**src/rtl/quad_enc_pb_multi.sv**
```systemverilog
// quad_enc_pb_multi: N debounced quadrature channels with position counters,
// plus a debounced pushbutton classified into short/long events.
module quad_enc_pb_multi #(
    parameter int N_ENC      = 1,
    parameter int CNT_W      = 8,
    parameter int CNT_MAX    = 255,
    parameter int SAT_MODE   = 0,
    parameter int X4_MODE    = 0,
    parameter int DEB_LEN    = 16,
    parameter int LONG_TICKS = 5000
) (
    input  logic                   clk,
    input  logic                   rst,
    input  logic [N_ENC-1:0]       enc_a,
    input  logic [N_ENC-1:0]       enc_b,
    input  logic                   pb_n,
    input  logic [N_ENC-1:0]       cnt_clr,
    output logic [N_ENC*CNT_W-1:0] cnt_o,
    output logic [N_ENC-1:0]       step_cw,
    output logic [N_ENC-1:0]       step_ccw,
    output logic [N_ENC-1:0]       enc_err,
    output logic                   pb_evt_valid,
    output logic [1:0]             pb_evt_type,
    input  logic                   pb_evt_ready,
    output logic                   pb_evt_drop
);

    localparam int NS = 2 * N_ENC + 1;
    localparam int DW = $clog2(DEB_LEN + 1);
    localparam int HW = $clog2(LONG_TICKS + 1);
    localparam logic [CNT_W-1:0] MAXV = CNT_W'(CNT_MAX);

    typedef enum logic [1:0] {PB_IDLE, PB_PRESSED, PB_HELD} pb_state_t;

    logic [NS-1:0] raw, init_lvl, sync1, sync2, deb;
    logic          deb_lvl [NS];
    logic [DW-1:0] deb_cnt [NS];

    logic [CNT_W-1:0] cnt [N_ENC];
    logic [1:0]       prv [N_ENC];
    logic             cw_q [N_ENC];
    logic             ccw_q [N_ENC];
    logic             err_q [N_ENC];

    pb_state_t     state, state_nxt;
    logic [HW-1:0] hold, hold_nxt;
    logic          pressed, emit;
    logic [1:0]    emit_type;

    assign raw      = {pb_n, enc_b, enc_a};
    assign init_lvl = {1'b1, {(2 * N_ENC){1'b0}}};
    assign pressed  = ~deb[NS-1];

    // two-flop synchroniser on every raw input
    always_ff @(posedge clk) begin
        if (rst) begin
            sync1 <= init_lvl;
            sync2 <= init_lvl;
        end else begin
            sync1 <= raw;
            sync2 <= sync1;
        end
    end

    for (genvar s = 0; s < NS; s++) begin : g_deb
        // accept a new level only after DEB_LEN consecutive differing cycles
        always_ff @(posedge clk) begin
            if (rst) begin
                deb_lvl[s] <= init_lvl[s];
                deb_cnt[s] <= '0;
            end else if (sync2[s] == deb_lvl[s]) begin
                deb_cnt[s] <= '0;
            end else if (deb_cnt[s] == DW'(DEB_LEN - 1)) begin
                deb_lvl[s] <= sync2[s];
                deb_cnt[s] <= '0;
            end else begin
                deb_cnt[s] <= deb_cnt[s] + 1'b1;
            end
        end
    end

    // pack per-signal debounced levels into a vector
    always_comb begin
        for (int s = 0; s < NS; s++) begin
            deb[s] = deb_lvl[s];
        end
    end

    for (genvar i = 0; i < N_ENC; i++) begin : g_ch
        logic [1:0] cur;
        logic       cw, ccw, bad;

        assign cur = {deb[i], deb[N_ENC+i]};

        // classify the prev/current debounced {A,B} pair
        always_comb begin
            cw  = 1'b0;
            ccw = 1'b0;
            bad = ((cur ^ prv[i]) == 2'b11);
            if (X4_MODE != 0) begin
                case ({prv[i], cur})
                    4'b00_10, 4'b10_11, 4'b11_01, 4'b01_00: cw  = 1'b1;
                    4'b00_01, 4'b01_11, 4'b11_10, 4'b10_00: ccw = 1'b1;
                    default: ;
                endcase
            end else begin
                cw  = (prv[i] == 2'b01) && (cur == 2'b00);
                ccw = (prv[i] == 2'b10) && (cur == 2'b00);
            end
        end

        // track state, count steps; clear beats a step, pulses still fire
        always_ff @(posedge clk) begin
            if (rst) begin
                prv[i]   <= 2'b00;
                cnt[i]   <= '0;
                cw_q[i]  <= 1'b0;
                ccw_q[i] <= 1'b0;
                err_q[i] <= 1'b0;
            end else begin
                prv[i]   <= cur;
                cw_q[i]  <= cw;
                ccw_q[i] <= ccw;
                err_q[i] <= bad;
                if (cnt_clr[i]) begin
                    cnt[i] <= '0;
                end else if (cw) begin
                    if (cnt[i] == MAXV) cnt[i] <= (SAT_MODE != 0) ? MAXV : '0;
                    else                cnt[i] <= cnt[i] + 1'b1;
                end else if (ccw) begin
                    if (cnt[i] == '0) cnt[i] <= (SAT_MODE != 0) ? '0 : MAXV;
                    else              cnt[i] <= cnt[i] - 1'b1;
                end
            end
        end
    end

    // flatten channel state onto the output ports
    always_comb begin
        cnt_o    = '0;
        step_cw  = '0;
        step_ccw = '0;
        enc_err  = '0;
        for (int i = 0; i < N_ENC; i++) begin
            cnt_o[i*CNT_W +: CNT_W] = cnt[i];
            step_cw[i]  = cw_q[i];
            step_ccw[i] = ccw_q[i];
            enc_err[i]  = err_q[i];
        end
    end

    // pushbutton FSM state and hold counter
    always_ff @(posedge clk) begin
        if (rst) begin
            state <= PB_IDLE;
            hold  <= '0;
        end else begin
            state <= state_nxt;
            hold  <= hold_nxt;
        end
    end

    // press classification: long fires at threshold, short on early release
    always_comb begin
        state_nxt = state;
        hold_nxt  = hold;
        emit      = 1'b0;
        emit_type = 2'b00;
        case (state)
            PB_IDLE: begin
                if (pressed) begin
                    state_nxt = PB_PRESSED;
                    hold_nxt  = '0;
                end
            end
            PB_PRESSED: begin
                if (!pressed) begin
                    emit      = 1'b1;
                    emit_type = 2'b01;
                    state_nxt = PB_IDLE;
                end else if (hold == HW'(LONG_TICKS - 1)) begin
                    emit      = 1'b1;
                    emit_type = 2'b10;
                    state_nxt = PB_HELD;
                end else begin
                    hold_nxt = hold + 1'b1;
                end
            end
            PB_HELD: begin
                if (!pressed) state_nxt = PB_IDLE;
            end
            default: state_nxt = PB_IDLE;
        endcase
    end

    // one-deep event register; a new event while blocked is dropped
    always_ff @(posedge clk) begin
        if (rst) begin
            pb_evt_valid <= 1'b0;
            pb_evt_type  <= 2'b00;
            pb_evt_drop  <= 1'b0;
        end else begin
            pb_evt_drop <= 1'b0;
            if (emit) begin
                if (!pb_evt_valid || pb_evt_ready) begin
                    pb_evt_valid <= 1'b1;
                    pb_evt_type  <= emit_type;
                end else begin
                    pb_evt_drop <= 1'b1;
                end
            end else if (pb_evt_valid && pb_evt_ready) begin
                pb_evt_valid <= 1'b0;
            end
        end
    end

endmodule
```
**config.mk**
```make
export PLATFORM = sky130hd
export DESIGN_NAME = quad_enc_pb_multi
export DESIGN_NICKNAME = d
export VERILOG_FILES = /design/src/rtl/quad_enc_pb_multi.sv
export SDC_FILE = /design/constraint.sdc
export NUM_CORES = 1
export LEC_CHECK = 0
export ABC_CLOCK_PERIOD_IN_PS = 3000
export BUFFER_PORTS_ARGS = -buffer_cell sky130_fd_sc_hd__buf_2
export CORE_MARGIN = 1
export CORE_UTILIZATION = 55
export DETAILED_ROUTE_END_ITERATION = 8
export PLACE_DENSITY_LB_ADDON = 0.15
export SLEW_MARGIN = 10
export SYNTH_ARGS = -nofsm -noshare
export SYNTH_HDL_FRONTEND = slang
export SYNTH_SLANG_ARGS = --single-unit
```
**constraint.sdc**
```tcl
create_clock -name clk -period 3 [get_ports clk]
set_input_delay 0.3 -clock clk [delete_from_list [all_inputs] [get_ports clk]]
set_output_delay 0.3 -clock clk [all_outputs]
set_load 0.01 [all_outputs]
```
==> results.md <==
* Outcome: finished clean
* Routed WL at 4.485 mm
* # rows at 25
* Root Buffer: clkbuf_8
* Period minus WS final at 2.286 ns
* Global-route wire length before repair at 7.645 mm
* Async SR Flop Fraction at 0
* DR vias at 2028
* Most frequent cells in the layout: nor2_1 (33), dfxtp_1 (31), edfxtp_1 (25)
* Worst setup SP type: flip-flop
* Seq/Total Area, Yosys at 0.4980
* Post-DP HPWL at 3.172 mm
* Max_cap viols at 0
* CP peak stage delay at 0.51 ns
* Worst vdd ir at 0.3076 mV
* Synth top area share at 0.2726
* Tot Pwr at 1.374 mW
* Hold Worst Slack at 0.1762 ns
* Core area at 4786 um^2
* Starting Density at 0.5754
* Count of cell types in the netlist at 55
* CP endpoint kind: flip-flop
* Worst skew pair latency at 0.30 ns
* Area growth syn-to-layout at 10.13%
* Final Cycle Share at 0.7621
* Leak at 1.198 nW
* Crit path max fanout at 9
* Critical path's slowest cell: edfxtp_1
* Util after Layout at 0.6337
* Critical path, cell by cell: inv_1 > ha_1 > or4b_4 > or4_4 > a211o_1 > o211ai_2
* Finish-stage setup viols at 0
* Hold_buf cts at 0
* I/O pin count at 22
* Die area at 5294 um^2
* Gate Count Post-Synth at 275
* First drt pass iteration count at 5
* I/O Buffers at 21
* Final hold violations at 0
* Chip Height at 72.76 um
* Hold WC Path Type: in2reg
* Vias in the first global route at 1755
* Area after DPL at 2948 um^2
* Inserted Diodes at 0
* Cts repair resizes at 0
* Iteration-0 DRC Markers at 89
* Share of cells above drive strength 1 at 0.1433
* Power per standard cell area at 453.0 nW/um^2
* Total clock sinks at 56
* Final ANT Viol Nets at 0
* Avg Inst Size Synth at 10.01 um^2
* Worst endpoint data arrival time at 2.44 ns
* Number of fill cells at 407
* Clk buf depth at 2
* Setup WS pre-CTS at 0.7463 ns
* Placed cell count at 366
* Slew Limit Fails at 0
* CTS clock-pin slew for the worst setup and hold paths at 0.10 ns
* Die W at 72.76 um
* Vias/cell at 5.422
* Post-route insts no fill at 374
* Synth area leaders: edfxtp_1 (27%), dfxtp_1 (23%), xor2_1 (4.8%)
* Setup Skew at 0.007461 ns
* Gpl congestion at 0.8785
* Commonest non-fill, non-tap cell in the layout: nor2_1
* Setup TNS at 0 ns
* Post-CTS setup buffer count at 0
* Register bit total from synthesis at 56
* DRC viols at 0
* Yosys warns at 0
* Max-slew headroom at 0.4850
* Setup WS post-layout at 0.7138 ns
* CTS tree: done
* RSZ-0062 raised after global routing: no
* Post-synth EDFFs at 25
* Total Nets Final at 322
* Remaining global-route overflow at 0
* Max frequency at 437.4 MHz
* Area leader, netlist: edfxtp_1
* WS Path Type: reg2reg
* Pin count of the biggest net entering global routing at 29
* Design area at 3033 um^2
* Total GRT Usage at 0.1849
* Level count of the clock H-tree at 2
* Initial antenna violation count at 0
* Synthesized area at 2754 um^2
* Worst-Margin Slew at 0.7621 ns
* DR WL/cell at 11.99 um
* Num CTS Buffers at 5
* CP Data Required Time at 3.15 ns
* Top FF cell, synth: dfxtp_1
==> cells in the mapped netlist, types with 3 or more instances <==
cell type and instances:
a21oi_1 11, clkbuf_1 9, nor2_1 33, nand2b_1 6, dfxtp_1 31, nand2_1 15
xor2_1 15, nor3_1 9, ha_1 9, o22ai_1 3, nor2b_1 9, o21ai_0 6
xnor2_1 7, a21o_1 3, nand3_1 11, nand4_1 7, and2_1 4, edfxtp_1 25
or3_1 7, or2_2 5, inv_1 6, and3_1 5
==> path summary, 6_finish.rpt <==
path	start	to	slack, ns	cells past startpoint
setup / recovery	cnt[0][0]$_DFFE_PP_	cnt[0][5]$_DFFE_PP_	0.71	6
hold / removal	pb_n	sync1[2]$_SDFF_PP1_	0.18	2
setup reg to reg	cnt[0][0]$_DFFE_PP_	cnt[0][5]$_DFFE_PP_	0.71	6
hold reg to reg	sync1[2]$_SDFF_PP1_	sync2[2]$_SDFF_PP1_	0.44	1
==> area by class of cell <==
class                   count  area, um^2  share of cell area
multi-input cells         214        1350              0.4451
inverters                   6       22.52            0.007426
flip-flops and latches     56        1371              0.4521
clock inverters             1       8.758            0.002888
repair buffers             23       120.1             0.03960
clock buffers               7       76.32             0.02517
well taps                  67       83.83             0.02764
==> where the power goes <==
part | switching [mW] | leakage, nW | total [mW] | internal (mW)
registers | 0.0318 | 0.516 | 0.858 | 0.826
clock network | 0.232 | 0.0424 | 0.399 | 0.167
logic | 0.0614 | 0.640 | 0.117 | 0.0553
==> flip-flops by register name (all words and copies together) (netlist names) <==
| signal | flops |
|---|---|
| hold | 13 |
| ccw_q | 1 |
| pb_evt_type | 2 |
| cw_q | 1 |
| state | 2 |
| sync1 | 3 |
| prv | 2 |
| pb_evt_valid | 1 |
| err_q | 1 |
| cnt | 8 |
| deb_lvl | 3 |
| deb_cnt | 15 |
| sync2 | 3 |
| pb_evt_drop | 1 |
==> routing by layer <==
layer  up-vias  part of all wire  GRT usage
met1       955              0.48     0.2321
met3         8             0.028    0.04696
met5         -                 0          0
met2        35              0.48     0.3053
li1       1030                 -          -
met4         0             0.015    0.07407
==> worst max-delay path, delay by kind of cell (launching register included) <==
kind	cells	cell delay, ns
AO/OA/AOI/OAI	2	0.39
adder cells (fa/ha/maj)	1	0.20
buffers and inverters	1	0.10
flip-flops	1	0.51
AND/OR/NAND/NOR	2	0.95
==> kinds of logic (layout without fill, tap and decap cells) <==
kind of cell,count (synthesis),count (layout),synth area share
AO/OA/AOI/OAI,42,42,0.1068
XOR/XNOR,22,22,0.06997
adder cells (fa/ha/maj),9,9,0.04089
buffers and inverters,19,37,0.03089
flip-flops,56,56,0.4980
multiplexers,1,1,0.003635
other,1,15,0.001362
AND/OR/NAND/NOR,125,125,0.2485
Note: power is estimated with default switching activity, not from simulation.
